**src/rtl/ysyx_23060025_lsu_sbuf.sv**
```systemverilog
// LSU with a posted-write store buffer: stores retire on entry and drain over AXI4-Lite AW/W/B.
// Loads use AR/R and wait while any buffered or in-flight store hits the same word.
module ysyx_23060025_lsu_sbuf #(
  parameter int DATA_LEN = 32,
  parameter int ADDR_LEN = 32,
  parameter int SB_DEPTH = 4
) (
  input  logic                clock,
  input  logic                rstn,
  input  logic                exu_valid_i,
  output logic                lsu_ready_o,
  input  logic [ADDR_LEN-1:0] addr_i,
  input  logic [DATA_LEN-1:0] wdata_i,
  input  logic [2:0]          load_type_i,
  input  logic [1:0]          store_type_i,
  input  logic                wd_i,
  input  logic [4:0]          wreg_i,
  output logic                lsu_valid_o,
  input  logic                wbu_ready_i,
  output logic [DATA_LEN-1:0] wdata_o,
  output logic                wd_o,
  output logic [4:0]          wreg_o,
  output logic                load_err_o,
  output logic                bus_err_o,
  output logic                sb_empty_o,
  output logic [ADDR_LEN-1:0] addr_r_addr_o,
  output logic                addr_r_valid_o,
  input  logic                addr_r_ready_i,
  output logic [2:0]          addr_r_size_o,
  input  logic [DATA_LEN-1:0] r_data_i,
  input  logic [1:0]          r_resp_i,
  input  logic                r_valid_i,
  output logic                r_ready_o,
  output logic [ADDR_LEN-1:0] addr_w_addr_o,
  output logic                addr_w_valid_o,
  output logic [2:0]          addr_w_size_o,
  input  logic                addr_w_ready_i,
  output logic [DATA_LEN-1:0] w_data_o,
  output logic [3:0]          w_strb_o,
  output logic                w_valid_o,
  input  logic                w_ready_i,
  input  logic [1:0]          bkwd_resp_i,
  input  logic                bkwd_valid_i,
  output logic                bkwd_ready_o
);

  localparam logic [2:0] LD_LB = 3'd1, LD_LH = 3'd2, LD_LBU = 3'd4, LD_LHU = 3'd5;
  localparam logic [1:0] ST_SB = 2'd1, ST_SH = 2'd2;
  localparam int PW = $clog2(SB_DEPTH);
  localparam int CW = PW + 1;

  typedef enum logic [2:0] {IDLE, LD_HAZ, LD_AR, LD_R, RESP} req_st_t;
  typedef enum logic [1:0] {D_IDLE, D_SEND, D_B} drn_st_t;

  typedef struct packed {
    logic [ADDR_LEN-3:0] addr;
    logic [DATA_LEN-1:0] data;
    logic [3:0]          strb;
    logic [2:0]          size;
  } sb_ent_t;

  req_st_t st, st_nxt;
  drn_st_t dst, dst_nxt;

  logic [ADDR_LEN-1:0] req_addr;
  logic [2:0]          req_ltype;
  logic                alive;

  sb_ent_t             mem [SB_DEPTH];
  logic [SB_DEPTH-1:0] sb_vld;
  logic [PW-1:0]       wr_ptr, rd_ptr;
  logic [CW-1:0]       count;
  logic                aw_done, w_done;

  logic accept, is_load, push, pop, sb_full, haz;
  logic aw_hs, w_hs, aw_fin, w_fin;
  sb_ent_t new_ent;
  logic [DATA_LEN-1:0] rsh, ld_ext;

  assign sb_full     = (count == CW'(SB_DEPTH));
  // alive keeps ready low through reset and rises on the first clock after release
  assign lsu_ready_o = alive & (st == IDLE) & ~sb_full;
  assign accept      = exu_valid_i & lsu_ready_o;
  assign is_load     = (load_type_i != 3'd0);
  assign push        = accept & ~is_load & (store_type_i != 2'd0);
  assign pop         = (dst == D_B) & bkwd_valid_i;
  assign sb_empty_o  = (count == '0) & (dst == D_IDLE);

  always_comb begin
    new_ent      = '0;
    new_ent.addr = addr_i[ADDR_LEN-1:2];
    new_ent.data = wdata_i << {addr_i[1:0], 3'b000};
    case (store_type_i)
      ST_SB:   begin new_ent.strb = 4'b0001 << addr_i[1:0]; new_ent.size = 3'd0; end
      ST_SH:   begin new_ent.strb = 4'b0011 << addr_i[1:0]; new_ent.size = 3'd1; end
      default: begin new_ent.strb = 4'b1111;                new_ent.size = 3'd2; end
    endcase
  end

  // The in-flight head keeps its valid bit until B, so it is covered here too
  always_comb begin
    haz = 1'b0;
    for (int i = 0; i < SB_DEPTH; i++)
      if (sb_vld[i] && (mem[i].addr == req_addr[ADDR_LEN-1:2])) haz = 1'b1;
  end

  assign rsh = r_data_i >> {req_addr[1:0], 3'b000};
  always_comb begin
    case (req_ltype)
      LD_LB:   ld_ext = {{24{rsh[7]}}, rsh[7:0]};
      LD_LH:   ld_ext = {{16{rsh[15]}}, rsh[15:0]};
      LD_LBU:  ld_ext = {24'd0, rsh[7:0]};
      LD_LHU:  ld_ext = {16'd0, rsh[15:0]};
      default: ld_ext = rsh;
    endcase
  end

  assign addr_r_addr_o = req_addr;
  always_comb begin
    case (req_ltype)
      LD_LB, LD_LBU: addr_r_size_o = 3'd0;
      LD_LH, LD_LHU: addr_r_size_o = 3'd1;
      default:       addr_r_size_o = 3'd2;
    endcase
  end

  always_ff @(posedge clock or negedge rstn) begin
    if (!rstn) begin
      st         <= IDLE;
      alive      <= 1'b0;
      req_addr   <= '0;
      req_ltype  <= '0;
      wdata_o    <= '0;
      wd_o       <= 1'b0;
      wreg_o     <= '0;
      load_err_o <= 1'b0;
    end else begin
      st    <= st_nxt;
      alive <= 1'b1;
      if (accept) begin
        req_addr   <= addr_i;
        req_ltype  <= load_type_i;
        wdata_o    <= wdata_i;
        wd_o       <= wd_i;
        wreg_o     <= wreg_i;
        load_err_o <= 1'b0;
      end
      if (st == LD_R && r_valid_i) begin
        wdata_o    <= ld_ext;
        load_err_o <= |r_resp_i;
      end
    end
  end

  always_comb begin
    st_nxt         = st;
    lsu_valid_o    = 1'b0;
    addr_r_valid_o = 1'b0;
    r_ready_o      = 1'b0;
    case (st)
      IDLE:    if (accept) st_nxt = is_load ? LD_HAZ : RESP;
      LD_HAZ:  if (!haz) st_nxt = LD_AR;
      LD_AR: begin
        addr_r_valid_o = 1'b1;
        if (addr_r_ready_i) st_nxt = LD_R;
      end
      LD_R: begin
        r_ready_o = 1'b1;
        if (r_valid_i) st_nxt = RESP;
      end
      RESP: begin
        lsu_valid_o = 1'b1;
        if (wbu_ready_i) st_nxt = IDLE;
      end
      default: st_nxt = IDLE;
    endcase
  end

  assign addr_w_addr_o = {mem[rd_ptr].addr, 2'b00};
  assign addr_w_size_o = mem[rd_ptr].size;
  assign w_data_o      = mem[rd_ptr].data;
  assign w_strb_o      = mem[rd_ptr].strb;
  assign aw_hs         = addr_w_valid_o & addr_w_ready_i;
  assign w_hs          = w_valid_o & w_ready_i;
  assign aw_fin        = aw_done | aw_hs;
  assign w_fin         = w_done | w_hs;

  always_comb begin
    dst_nxt        = dst;
    addr_w_valid_o = 1'b0;
    w_valid_o      = 1'b0;
    bkwd_ready_o   = 1'b0;
    case (dst)
      D_IDLE: if (count != '0) dst_nxt = D_SEND;
      D_SEND: begin
        addr_w_valid_o = ~aw_done;
        w_valid_o      = ~w_done;
        if (aw_fin && w_fin) dst_nxt = D_B;
      end
      D_B: begin
        bkwd_ready_o = 1'b1;
        if (bkwd_valid_i) dst_nxt = D_IDLE;
      end
      default: dst_nxt = D_IDLE;
    endcase
  end

  always_ff @(posedge clock or negedge rstn) begin
    if (!rstn) begin
      dst       <= D_IDLE;
      aw_done   <= 1'b0;
      w_done    <= 1'b0;
      wr_ptr    <= '0;
      rd_ptr    <= '0;
      count     <= '0;
      sb_vld    <= '0;
      bus_err_o <= 1'b0;
      for (int i = 0; i < SB_DEPTH; i++) mem[i] <= '0;
    end else begin
      dst <= dst_nxt;
      if (dst == D_SEND && aw_fin && w_fin) begin
        aw_done <= 1'b0;
        w_done  <= 1'b0;
      end else if (dst == D_SEND) begin
        if (aw_hs) aw_done <= 1'b1;
        if (w_hs)  w_done  <= 1'b1;
      end
      if (push) begin
        mem[wr_ptr]    <= new_ent;
        sb_vld[wr_ptr] <= 1'b1;
        wr_ptr         <= wr_ptr + PW'(1);
      end
      if (pop) begin
        sb_vld[rd_ptr] <= 1'b0;
        rd_ptr         <= rd_ptr + PW'(1);
        if (|bkwd_resp_i) bus_err_o <= 1'b1;
      end
      case ({push, pop})
        2'b10:   count <= count + CW'(1);
        2'b01:   count <= count - CW'(1);
        default: count <= count;
      endcase
    end
  end

endmodule
```
**config.mk**
```make
export PLATFORM = sky130hd
export DESIGN_NAME = ysyx_23060025_lsu_sbuf
export DESIGN_NICKNAME = d
export VERILOG_FILES = /design/src/rtl/ysyx_23060025_lsu_sbuf.sv
export SDC_FILE = /design/constraint.sdc
export NUM_CORES = 1
export LEC_CHECK = 0
export ABC_AREA = 1
export BUFFER_PORTS_ARGS = -buffer_cell sky130_fd_sc_hd__buf_2
export CORE_MARGIN = 1.5
export CORE_UTILIZATION = 38
export DETAILED_ROUTE_END_ITERATION = 8
export PLACE_DENSITY = 0.67
export SYNTH_ARGS = -nofsm -noshare
export SYNTH_HDL_FRONTEND = slang
export SYNTH_SLANG_ARGS = --single-unit
```
**constraint.sdc**
```tcl
create_clock -name clock -period 3.7 [get_ports clock]
set_clock_uncertainty 0.1 [all_clocks]
set_input_delay 0.185 -clock clock [delete_from_list [all_inputs] [get_ports clock]]
set_output_delay 0.185 -clock clock [all_outputs]
set_load 0.02 [all_outputs]
```
### After elaboration in Yosys (flattened, before gate mapping)

Index checks and enable logic that the tools add are counted.

| storage, ports and cells | value |
|---|---|
| register bits after elaboration | 370 |
| logic and storage cells | 172 |

| operators by class | value |
|---|---|
| bitwise operators | 20 |
| magnitude comparators | 7 |
| equal/unequal tests | 27 |
| reductions and logical operators | 31 |
| $add $sub $neg | 4 |
| multiplexer cells | 47 |
| shifts and indexed selects | 4 |

Operator list:

| kind | number |
|---|---|
| 276-bit bitwise mux | 1 |
| 69-bit two-way mux | 3 |
| 69-bit binary-select mux with 2-bit select | 1 |
| 69-bit demux with 2-bit select | 1 |
| 32-bit one-hot mux with 4 select lines | 1 |
| 30-bit equality test | 4 |
| 32-bit two-way mux | 2 |
| 32-bit by 5-bit left shift with 32-bit output | 1 |
| 32-bit by 5-bit >> shifter with 32-bit output | 1 |
| 1-bit two-way mux | 20 |
| 3-bit two-way mux | 6 |
| 3-bit one-hot mux with 5 select lines | 1 |
| 2-bit inequality test, second input constant | 7 |
| 7-bit one-hot mux with 2 select lines | 1 |
| 3-bit equality test, second input constant | 4 |
| 2-bit nonzero test | 6 |
| 1-bit logical AND | 11 |
| 1-bit bitwise AND | 9 |
| 3-bit by 2-bit equality test with 1-bit output, second input constant | 3 |
| 4-bit two-way mux | 2 |
| 2-bit OR reduction | 4 |
| 2-bit by 1-bit equality test with 1-bit output, second input constant | 3 |
| 2-bit equality test, second input constant | 3 |
| 3-bit by 1-bit equality test with 1-bit output, second input constant | 2 |
| other kinds (27) | 43 |

### Depth between registers and ports, before layout

| logic depth | value |
|---|---|
| depth after elaboration | 9 |
| mapped depth | 15 |

### Worst setup path after synthesis

OpenSTA, ideal clock, no wires.

| timing path | value |
|---|---|
| path type | flip-flop to flip-flop |
| from | register st[2] |
| to | register count[1] |
| path slack | 1.269 ns |
| arrival time | 2.248 ns |
| setup time | 0.083 ns |
| stages on the path, launching flop included | 11 |
| cells stage by stage | dfrtp_1 inv_2 nand4_2 a21oi_4 nand2_4 nor3_4 inv_1 ha_1 inv_1 fa_1 o21ai_0 |

| between the ends | value |
|---|---|
| longest elaborated chain between the ends | 8 |
| elaborated cells between the ends (all ways) | 10 |
| classes of those cells | eq/ne (2); mux (1); bitwise (5); reduce/logical (2) |

RTL lines:

| item | line | source |
|---|---|---|
| from (decl) | 62 | `req_st_t st, st_nxt;` |
| from (signal assigned) | 138 | `st <= st_nxt;` |
| 3-bit logical NOT * | 82 | `assign lsu_ready_o = alive & (st == IDLE) & ~sb_full;` |
| 1-bit bitwise AND * (2 in series) | 82 |  |
| named net lsu_ready_o | 11 | `output logic lsu_ready_o,` |
| 1-bit bitwise AND * | 83 | `assign accept = exu_valid_i & lsu_ready_o;` |
| 1-bit bitwise AND * (2 in series) | 85 | `assign push = accept & ~is_load & (store_type_i != 2'd0);` |
| 2-bit by 1-bit equality test with 1-bit output / 2-bit equality test (equally long branches) | 238 | `case ({push, pop})` |
| 3-bit one-hot mux with 2 select lines / 2-bit nonzero test (equally long branches) | n/a |  |
| to (signal assigned) | 239 | `2'b10: count <= count + CW'(1);` |
| to (signal assigned) | 240 | `2'b01: count <= count - CW'(1);` |
| to (signal assigned) | 241 | `default: count <= count;` |
| to (decl) | 72 | `logic [CW-1:0] count;` |

The timed path passes the listed nets; every way through them passes the cells marked *.
A chain may end at the register's enable or synchronous reset.

### Worst setup path in the final report

| timing path | value |
|---|---|
| from | register rd_ptr[0] |
| to | output addr_w_addr_o[29] |

| between the ends | value |
|---|---|
| longest elaborated chain between the ends | 4 |

RTL lines:

| item | line | source |
|---|---|---|
| from (decl) | 71 | `logic [PW-1:0] wr_ptr, rd_ptr;` |
| from (signal assigned) | 235 | `rd_ptr <= rd_ptr + PW'(1);` |
| 2-bit NOT with 3-bit output (not written as such) | 179 | `assign addr_w_addr_o = {mem[rd_ptr].addr, 2'b00};` |
| 69-bit binary-select mux with 2-bit select | 179 |  |
| 69-bit two-way mux (2 in series) | n/a |  |
| to (decl) | 34 | `output logic [ADDR_LEN-1:0] addr_w_addr_o,` |

Every way passes these cells. The select of a mux whose other input is x is not followed.

==> results.json <==
{
  "post_cts_buffers": 0,
  "final_cell_count_no_fill": 3524,
  "numPortBuffers": 269,
  "min_path_type": "in -> reg",
  "io_pins": 274,
  "worst_skew_pair.late_latency_ns": 0.58,
  "status": "completed",
  "setup_viol": 0,
  "avgSynthCellArea_um2": 7.56,
  "ir_drop_mv": 0.520,
  "drt-initial-drc-count": 1567,
  "switching_share_pct": 44.7,
  "ys_warn_count": 0,
  "wl_per_cell_um": 18.3,
  "yosys-top-cells-area": "dfrtp_1 (48%), nand2_1 (15%), o21ai_0 (7.2%)",
  "dieArea_mm2": 0.0514,
  "pwr-share-clk_pct": 23.8,
  "ff2ff_setup_slack_ns": 0.49,
  "rsz0062_at_grt": "false",
  "antenna_found_initial": 0,
  "p_switching_w": 0.00832,
  "rr_endpoint": "wdata_o[17]",
  "grt.overflow.total": 0,
  "whs_ns": 0.0216,
  "numPlacedInstances": 3331,
  "ys_seq_area_share_pct": 48.2,
  "async_flop_share_pct": 100,
  "cts_sinks": 366,
  "synth_top_area_share_pct": 48.2,
  "dpl.hpwl_um": 44900,
  "initial_core_util_pct": 38.7,
  "path_max_fanout": 90,
  "finalHoldViolCount": 0,
  "place_ws_ns": 0.855,
  "yosysTopAreaCell": "dfrtp_1",
  "via_count": 18400,
  "routed_wirelength_um": 64500,
  "cts_buffer_depth": 3,
  "syn_inst": 2514,
  "cts_resized": 0,
  "rows": 81,
  "cp-start-kind": "register",
  "cts_root_buffer": "clkbuf_16",
  "multi_input_area_mm2": 0.00822,
  "hold-path-cell-count": 4,
  "syn_area_mm2": 0.0190,
  "worst_pin_slew_ns": 0.958,
  "max_slew_margin_pct": 36.1,
  "max_cap_violations": 0,
  "synth_edf_count": 0,
  "reg2reg_from": "addr_r_addr_o[0]",
  "area_growth_pct": 23.0,
  "holdBufCountCts": 115,
  "slew_violations": 0,
  "synth_common_cells": "nand2_1 (762), dfrtp_1 (366), o21ai_0 (273)",
  "yosys_register_bits": 366,
  "antenna_left": 0,
  "die_h_um": 227,
  "whs_endpoint": "wd_o",
  "cts_buffers": 42,
  "power_frac_comb_pct": 44.0,
  "register_area_mm2": 0.00916,
  "gp_congestion": 1.03,
  "period_share_pct": 90.7,
  "cp.required_ns": 3.41,
  "criticalPathCategory": "reg -> out",
  "drc_errors": 0,
  "p_leak_nw": 11.4,
  "clkTransAtPathRegs_ns": 0.06,
  "seqPwrFrac_pct": 32.2,
  "yosysMostFrequentCell": "nand2_1",
  "synth_cell_types": 40,
  "grt_max_degree": 91,
  "drive_gt1_share_pct": 13.9,
  "grt_pass1_wl_um": 99500,
  "die_x_um": 227,
  "fillCellCount": 4791,
  "core_area_mm2": 0.0492,
  "fmaxAchievable_mhz": 298,
  "crit_arrival_ns": 3.07,
  "p_int_w": 0.0103,
  "setup_tns_ns": 0,
  "final_nets": 2959,
  "min_from": "exu_valid_i",
  "htree_levels": 2,
  "diodes": 0,
  "power.density_mw_per_mm2": 795,
  "grt_pass1_vias": 17800,
  "ys.flop_type": "dfrtp_1",
  "end_kind": "output port",
  "vias_per_cell": 5.22,
  "r2r_cells": 9,
  "dr.pass1.iters": 6,
  "fin_crit_ns": 3.35,
  "fin_ws_ns": 0.345,
  "cts_tree": "yes",
  "grt_usage_pct": 25.2
}
[how the worst max path moves through the flow]
stage	start	end	slack (ns)	cells past startpoint
after floorplan	st[2]	count[1]	1.27	10
after global placement	rd_ptr[0]	addr_w_addr_o[29]	0.96	5
after detailed placement	st[2]	mem[146]	0.86	9
after CTS	rd_ptr[0]	addr_w_addr_o[29]	0.35	5
after global routing	rd_ptr[0]	addr_w_addr_o[29]	0.22	5
final	rd_ptr[0]	addr_w_addr_o[29]	0.35	5
[placed cells by master, fill, tap and decap left out, drive strengths merged, types with 3 or more instances in the layout]
cell         synthesis  routed
a21oi               82      82
a22o                 7       7
a22oi                5       5
a32oi               15      15
buf                 37     298
bufinv               0       5
clkbuf             111      57
clkinv               3      12
clkinvlp             0       4
conb                 2       5
dfrtp              366     366
dlygate4sd3          0     115
ha                  12      12
inv                229     232
mux2i               18      18
nand2              767     767
nand3               19      19
nor2               222     222
nor3                 9       9
nor4                 3       3
o211ai               3       3
o21ai              509     509
o22ai               57      57
o311ai              16      16
xnor2               10      10
xor2                 5       5
[per-layer routing]
metal,vias up,global-route usage [%],routed length [um]
met5,-,0,0
met2,724,42.2,30700
met4,0,12.2,3120
met1,8732,31.4,26100
met3,145,4.35,4660
li1,8789,-,-
[worst max-delay path: stages, from the launching register on]
cell and delay [ns]:
dfrtp_4 0.69, inv_4 0.76, buf_12 0.33, a21oi_1 0.11, a21oi_1 0.34, buf_2 0.25
[registers in the layout (all words and copies together), names as in the netlist, 3 cells and up]
name	flops
st	3
addr_r_addr_o	32
wdata_o	32
req_ltype	3
sb_vld	4
mem	272
count	3
wreg_o	5
[area by class of cell]
| class | count | area share, % |
|---|---|---|
| inverters | 232 | 3.74 |
| clock inverters | 21 | 1.16 |
| well taps | 664 | 3.55 |
| clock buffers | 57 | 5.12 |
| repair buffers | 413 | 12.1 |
| multi-input cells | 1771 | 35.2 |
| flip-flops and latches | 366 | 39.2 |
[per-stage QoR]
step	utilization, %	power (W)	cell area [um^2]
2_1_floorplan	-	0.0109	19000
3_3_place_gp	42.2	0.0138	20800
3_5_place_dp	42.2	0.0139	20800
4_1_cts	47.6	0.0186	23400
5_1_grt	47.6	0.0198	23400
6_report	47.6	0.0186	23400
[power by group through the flow]
stage                     Sequential (W)  Combinational, W  Clock [W]
after floorplan                  0.00603           0.00490          0
after global placement           0.00598           0.00780          0
after detailed placement         0.00602           0.00790          0
after CTS                        0.00596           0.00817    0.00450
after global routing             0.00610           0.00902    0.00466
final                            0.00598           0.00819    0.00443
[cell families after synthesis]
group | synth area share, %
simple gates | 20.8
compound gates | 19.8
buf+inv | 8.67
flops | 48.2
mux | 0.948
xor+xnor | 0.691
fa+ha+maj | 0.895
other cells | 0.0395
Power figures use the tool's default switching activity.
